`config.mk`:
```
export PLATFORM = sky130hd
export DESIGN_NAME = fir_channel_scheduler
export DESIGN_NICKNAME = d
export VERILOG_FILES = /design/src/rtl/fir_sched_pkg.sv /design/src/rtl/fir_rr_arbiter.sv /design/src/rtl/fir_channel_scheduler.sv
export SDC_FILE = /design/constraint.sdc
export NUM_CORES = 1
export LEC_CHECK = 0
export ABC_AREA = 1
export ABC_CLOCK_PERIOD_IN_PS = 12200
export BUFFER_PORTS_ARGS = -buffer_cell sky130_fd_sc_hd__buf_2
export CORE_MARGIN = 2
export CORE_UTILIZATION = 60
export DETAILED_ROUTE_END_ITERATION = 10
export GPL_ROUTABILITY_DRIVEN = 0
export PLACE_DENSITY = 0.81
export SLEW_MARGIN = 10
export SYNTH_ARGS = -nofsm -noshare
export SYNTH_HDL_FRONTEND = slang
export SYNTH_SLANG_ARGS = --single-unit
```
`constraint.sdc`:
```
create_clock -name clk -period 12.2 [get_ports clk]
set_input_delay 2.44 -clock clk [delete_from_list [all_inputs] [get_ports clk]]
set_output_delay 2.44 -clock clk [all_outputs]
set_load 0.005 [all_outputs]
```
`src/rtl/fir_sched_pkg.sv`:
```
// Shared types, default sizes and reset coefficients for the channel-multiplexed FIR.
// Latency: none (declarations only).
// Backpressure: not applicable.
package fir_sched_pkg;

  typedef enum logic [1:0] {
    IDLE = 2'd0,
    MAC  = 2'd1,
    OUT  = 2'd2
  } state_t;

  localparam int DEF_NUM_CH = 4;
  localparam int DEF_TAPS   = 4;
  localparam int DEF_DW     = 8;
  localparam int DEF_OW     = 16;

  // Reset coefficient for tap k: a simple ramp 1,2,3,... so an impulse reads the taps back.
  function automatic int default_coef(input int k);
    return k + 1;
  endfunction

endpackage

```
`src/rtl/fir_rr_arbiter.sv`:
```
// Round-robin arbiter: picks the first requester after ptr, wrapping modulo NUM_CH.
// Latency: purely combinational.
// Backpressure: none; grant is all-zero when no request is present.
module fir_rr_arbiter
  import fir_sched_pkg::*;
#(
  parameter int NUM_CH = DEF_NUM_CH,
  parameter int CW     = (NUM_CH > 1) ? $clog2(NUM_CH) : 1
) (
  input  logic [NUM_CH-1:0] req,
  input  logic [CW-1:0]     ptr,
  output logic [NUM_CH-1:0] grant,
  output logic [CW-1:0]     idx
);

  logic found;

  // Scan ptr+1, ptr+2, ... ptr+NUM_CH (ptr itself last) and take the first requester.
  always_comb begin
    grant = '0;
    idx   = '0;
    found = 1'b0;
    for (int i = 1; i <= NUM_CH; i++) begin
      if (!found && req[(int'(ptr) + i) % NUM_CH]) begin
        found                             = 1'b1;
        grant[(int'(ptr) + i) % NUM_CH]   = 1'b1;
        idx                               = CW'((int'(ptr) + i) % NUM_CH);
      end
    end
  end

endmodule

```
`src/rtl/fir_channel_scheduler.sv`:
```
// Time-multiplexed FIR: NUM_CH channels share one MAC, serviced round-robin, one sample at a time.
// Latency: result valid TAPS+1 edges after the accepting edge (counting it); sample period >= TAPS+2 cycles.
// Backpressure: result held in OUT until out_ready; no new sample is accepted until it is taken.
module fir_channel_scheduler
  import fir_sched_pkg::*;
#(
  parameter int NUM_CH = DEF_NUM_CH,
  parameter int TAPS   = DEF_TAPS,
  parameter int DW     = DEF_DW,
  parameter int OW     = DEF_OW,
  localparam int CW    = (NUM_CH > 1) ? $clog2(NUM_CH) : 1,
  localparam int TW    = (TAPS > 1) ? $clog2(TAPS) : 1
) (
  input  logic                 clk,
  input  logic                 rst_n,
  input  logic [NUM_CH-1:0]    in_valid,
  input  logic [NUM_CH*DW-1:0] in_data,
  output logic [NUM_CH-1:0]    in_ready,
  output logic                 out_valid,
  output logic [OW-1:0]        out_data,
  output logic [CW-1:0]        out_ch,
  input  logic                 out_ready,
  input  logic                 coef_we,
  input  logic [TW-1:0]        coef_addr,
  input  logic [DW-1:0]        coef_data,
  output logic                 coef_busy
);

  state_t state, state_nxt;

  logic [CW-1:0]        rr_ptr;
  logic [CW-1:0]        cur_ch;
  logic [TW-1:0]        tap;
  logic signed [OW-1:0] acc;

  logic signed [DW-1:0] coef [TAPS];
  logic signed [DW-1:0] line [NUM_CH][TAPS];

  logic [NUM_CH-1:0]      arb_grant;
  logic [CW-1:0]          arb_idx;
  logic                   grant_en;
  logic signed [DW-1:0]   new_smp;
  logic signed [DW-1:0]   mac_coef;
  logic signed [DW-1:0]   mac_smp;
  logic signed [2*DW-1:0] mac_prod;

  fir_rr_arbiter #(
    .NUM_CH (NUM_CH),
    .CW     (CW)
  ) u_arb (
    .req   (in_valid),
    .ptr   (rr_ptr),
    .grant (arb_grant),
    .idx   (arb_idx)
  );

  // Sample of the granted channel, and the single shared multiplier for the current tap.
  always_comb begin
    new_smp  = in_data[arb_idx*DW +: DW];
    mac_coef = coef[tap];
    mac_smp  = line[cur_ch][tap];
    mac_prod = mac_coef * mac_smp;
  end

  // State register; reset aborts any operation in flight.
  always_ff @(posedge clk or negedge rst_n) begin
    if (!rst_n) begin
      state <= IDLE;
    end else begin
      state <= state_nxt;
    end
  end

  // Next-state and handshake decode; in_ready is gated by rst_n so nothing is accepted in reset.
  always_comb begin
    state_nxt = state;
    in_ready  = '0;
    grant_en  = 1'b0;
    coef_busy = 1'b0;
    out_valid = 1'b0;
    case (state)
      IDLE: begin
        if ((|in_valid) && rst_n) begin
          grant_en  = 1'b1;
          in_ready  = arb_grant;
          state_nxt = MAC;
        end
      end
      MAC: begin
        coef_busy = 1'b1;
        if (tap == TW'(TAPS - 1)) begin
          state_nxt = OUT;
        end
      end
      OUT: begin
        out_valid = 1'b1;
        if (out_ready) begin
          state_nxt = IDLE;
        end
      end
      default: state_nxt = IDLE;
    endcase
  end

  // Accumulator, tap counter, result channel and round-robin pointer.
  always_ff @(posedge clk or negedge rst_n) begin
    if (!rst_n) begin
      acc    <= '0;
      tap    <= '0;
      cur_ch <= '0;
      rr_ptr <= CW'(NUM_CH - 1);
    end else if (grant_en) begin
      acc    <= '0;
      tap    <= '0;
      cur_ch <= arb_idx;
      rr_ptr <= arb_idx;
    end else if (state == MAC) begin
      acc <= acc + OW'(mac_prod);
      tap <= tap + TW'(1);
    end
  end

  // Per-channel delay lines; only the granted channel's history shifts.
  always_ff @(posedge clk or negedge rst_n) begin
    if (!rst_n) begin
      for (int c = 0; c < NUM_CH; c++) begin
        for (int k = 0; k < TAPS; k++) begin
          line[c][k] <= '0;
        end
      end
    end else if (grant_en) begin
      for (int k = 1; k < TAPS; k++) begin
        line[arb_idx][k] <= line[arb_idx][k-1];
      end
      line[arb_idx][0] <= new_smp;
    end
  end

  // Coefficient table; writes are ignored while the MAC is reading it.
  always_ff @(posedge clk or negedge rst_n) begin
    if (!rst_n) begin
      for (int k = 0; k < TAPS; k++) begin
        coef[k] <= DW'(default_coef(k));
      end
    end else if (coef_we && (state != MAC) && (int'(coef_addr) < TAPS)) begin
      coef[coef_addr] <= coef_data;
    end
  end

  assign out_data = acc;
  assign out_ch   = cur_ch;

endmodule

```
==> results.sh <==
export IMPL_synth_nets=1843
export IMPL_clock_root_buffer="clkbuf_16"
export IMPL_crit_top_cell="fa_1"
export IMPL_floorplan_die_width_um=149.7
export IMPL_floorplan_initialDensity_pct=60.76
export IMPL_synth_compound_gate_area_share_pct=8.530
export IMPL_worst_ep_arrival_time_ns=7.03
export IMPL_drt_antenna_violating_nets=0
export IMPL_drt_pre_antenna_iters=5
export IMPL_post_synth_mux_area_share_pct=1.336
export IMPL_postSynthCellCount=1676
export IMPL_holdBufCountCts=0
export IMPL_final_cell_mix="nand2_1 (695), dfrtp_1 (175), inv_1 (135), nor2_1 (118), nand3_1 (105)"
export IMPL_worstMarginPinSlew_ns=1.053
export IMPL_insertion_delay_ns=0.44
export IMPL_grt_pass1_vias=11460
export IMPL_nFillCells=1787
export IMPL_h_tree_depth=4
export IMPL_worstRegToRegCells=21
export IMPL_drt_drc_violations_left=0
export IMPL_die_area_um2=22400
export IMPL_top_level_ports=74
export IMPL_status="completed"
export IMPL_worst_reg2reg_endpoint="out_data[13]"
export IMPL_grt_start_max_net_pins=76
export IMPL_regArea_um2=4616
export IMPL_drt_first_iter_violations=1263
export IMPL_drt_vias_per_instance=5.754
export IMPL_critical_path_startpoint_type="flop"
export IMPL_clock_tree_from_tritoncts="yes"
export IMPL_worstPathCellList="buf_4 -> inv_1 -> nand2_1 -> a32oi_1 -> inv_1 -> a21oi_1 -> fa_1 -> fa_1 -> fa_1 -> fa_1 -> ha_1 -> ha_1 -> a21oi_1 -> o21ai_0 -> inv_1 -> nand2_1 -> nand3_1 -> nand3_1 -> a21oi_1 -> o21ai_0 -> nand2_1"
export IMPL_timing_final_setup_violations=0
export IMPL_core_rowCount=53
export IMPL_num_nets_final=1868
export IMPL_final_setup_worst_slack_ns=5.505
export IMPL_final_cells=1989
export IMPL_timing_max_slew_rel_slack_pct=29.78
export IMPL_synthAdderAreaFrac_pct=15.68
export IMPL_fin_crit_ns=6.695
export IMPL_tritoncts_num_buffers=17
export IMPL_post_synth_and_or_nand_nor_area_fraction_pct=30.24
export IMPL_worstSetupPathType="flop to flop"
export IMPL_grt_util_met3_pct=6.524
export IMPL_placed_wire_length_estimate_um=21910
export IMPL_drv_cap=0
export IMPL_buffer_ports_inserted=73
export IMPL_route_detailed_wl_per_inst_um=16.92
export IMPL_routed_via_count=11444
export IMPL_cpPeakStageDelay_ns=0.83
export IMPL_clk_pin_slew_ns=0.07
export IMPL_antenna_violations_before_repair=0
export IMPL_synth_yosys_seq_area_share_pct=36.23
export IMPL_synthesis_to_finish_area_growth_pct=8.265
export IMPL_worstPathMaxFanout=45
export IMPL_timing_max_transition_violations_final=0
export IMPL_postSynthAreaPerCell_um2=7.597
export IMPL_timing_clock_skew_ns=0.009103
export IMPL_post_cts_resized_instances=0
export IMPL_r2r_start="tap[0]"
export IMPL_cp_required_ns=12.53
export IMPL_hold_path_depth=2
export IMPL_end_kind="flop"
export IMPL_postSynth_asyncResetShare_pct=100.0
export IMPL_hold_path_end="line[33]"
export IMPL_synth_top_family_by_area="simple AND/OR/NAND/NOR gates"
export IMPL_global_routing_s_busiest_layer="met2"
export IMPL_cell_count_after_placement=1957
export IMPL_min_period_over_period_pct=54.88
export IMPL_final_common_cell="nand2_1"
export IMPL_reg_to_reg_setup_timing_slack_ns=5.51
export IMPL_grt_first_pass_wirelength_um=56840
export IMPL_synth_cell_types=41
export IMPL_inserted_diodes=0
export IMPL_yosysWarnings=0
export IMPL_globalRoute_totalOverflow=0
export IMPL_holdCritPathClass="flop to flop"
export IMPL_placement_setup_worst_slack_ns=5.543
export IMPL_timing_setup_tns_ns=0
export IMPL_hp_start="line[33]"
export IMPL_tritoncts_num_sinks=184
export IMPL_synthXorXnorAreaFrac_pct=0.4815
export IMPL_postSynthRegisterBits=184
export IMPL_critPathSlowestCell="a21oi_1"
export IMPL_ys_dominant_reg_cell="dfrtp_1"
export IMPL_grt_use_total_pct=32.19
export IMPL_cts_path_max_buffers=2
export IMPL_synth_enable_flop_cells=0
export IMPL_globalRouteMet2Util_pct=51.10
export IMPL_drt_total_wl_um=33650
export IMPL_grt_util_met1_pct=44.29
export IMPL_rsz0062_at_grt="no"
export IMPL_post_cts_buffers=0
export IMPL_multi_input_comb_area_um2=7164
export IMPL_die_span_in_y_um=149.7
export IMPL_final_hold_viol_count=0
export IMPL_layout_drive_gt1_share_pct=9.335
export IMPL_mappedNetlistArea_um2=12730
export IMPL_max_clock_freq_mhz=149.4
export IMPL_core_outline_area_um2=20960
-- sequential cells by signal, indices dropped and copies added (netlist names) --
name,cells
line,128
rr_ptr,2
coef,32
state,2
out_data,16
out_ch,2
tap,2
-- Yosys cell counts (5+ instances only) --
| cell | number | share of area [%] |
|---|---|---|
| dfrtp_1 | 177 | 35 |
| nand3_1 | 105 | 4.1 |
| inv_2 | 8 | 0.24 |
| o211ai_1 | 16 | 0.94 |
| clkbuf_1 | 35 | 1.0 |
| buf_6 | 8 | 0.71 |
| inv_1 | 135 | 4.0 |
| nor2_1 | 118 | 3.5 |
| buf_1 | 5 | 0.15 |
| o21ai_0 | 100 | 3.9 |
| a32oi_1 | 8 | 0.55 |
| ha_1 | 46 | 4.5 |
| mux2i_1 | 17 | 1.3 |
| dfstp_2 | 7 | 1.4 |
| a21oi_1 | 23 | 0.90 |
| o32ai_1 | 8 | 0.55 |
| nand2_2 | 7 | 0.34 |
| o221ai_1 | 16 | 1.1 |
| fa_1 | 71 | 11 |
| nand2_1 | 695 | 20 |
| buf_2 | 26 | 1.0 |
-- logic make-up after synthesis --
group | count (synthesis)
AND/OR/NAND/NOR | 945
buffers and inverters | 225
flip-flops | 184
AO/OA/AOI/OAI | 181
adder cells (fa/ha/maj) | 117
multiplexers | 17
XOR/XNOR | 7
-- critical path: cells and delay by family (launching register included) --
kind,cells,cell delay [ns]
fa+ha+maj,6,2.77
compound gates,6,1.83
buf+inv,4,1.15
simple gates,5,0.46
flops,1,0.36
-- per-layer routing --
layer  share of wire, %  vias to the layer above
met4                2.3                        0
met5                  0                        -
li1                   -                     5339
met3                9.5                       74
met1                 41                     5433
met2                 47                      598
-- how the worst max path moves through the flow --
stage,start,end,cells after the start
after global placement,rst_n,in_ready[2],9
after global routing,tap[0],out_data[14],22
after detailed placement,tap[0],out_data[13],21
after CTS,tap[0],out_data[13],21
final,tap[0],out_data[13],21
after floorplan,in_valid[0],in_ready[0],7
-- final cells by class --
class	count	share of cell area (%)
clock buffer	18	3.186
clock inverter	14	1.525
timing repair buffer	84	3.313
multi-input combinational	1267	51.97
tap	275	2.496
sequential	184	33.48
inverter	147	4.021
-- stage by stage --
stage	area (µm²)	utilization, %	hold slack [ns]
after floorplan	12730	-	0.4436
after global placement	13140	62.68	0.4562
after detailed placement	13140	62.68	0.4648
after CTS	13780	65.78	0.4841
after global routing	13780	65.78	0.5105
final	13780	65.78	0.4815
Power is not shown: default switching activity piles up to over one toggle a cycle in this logic, so the estimate is an artifact.
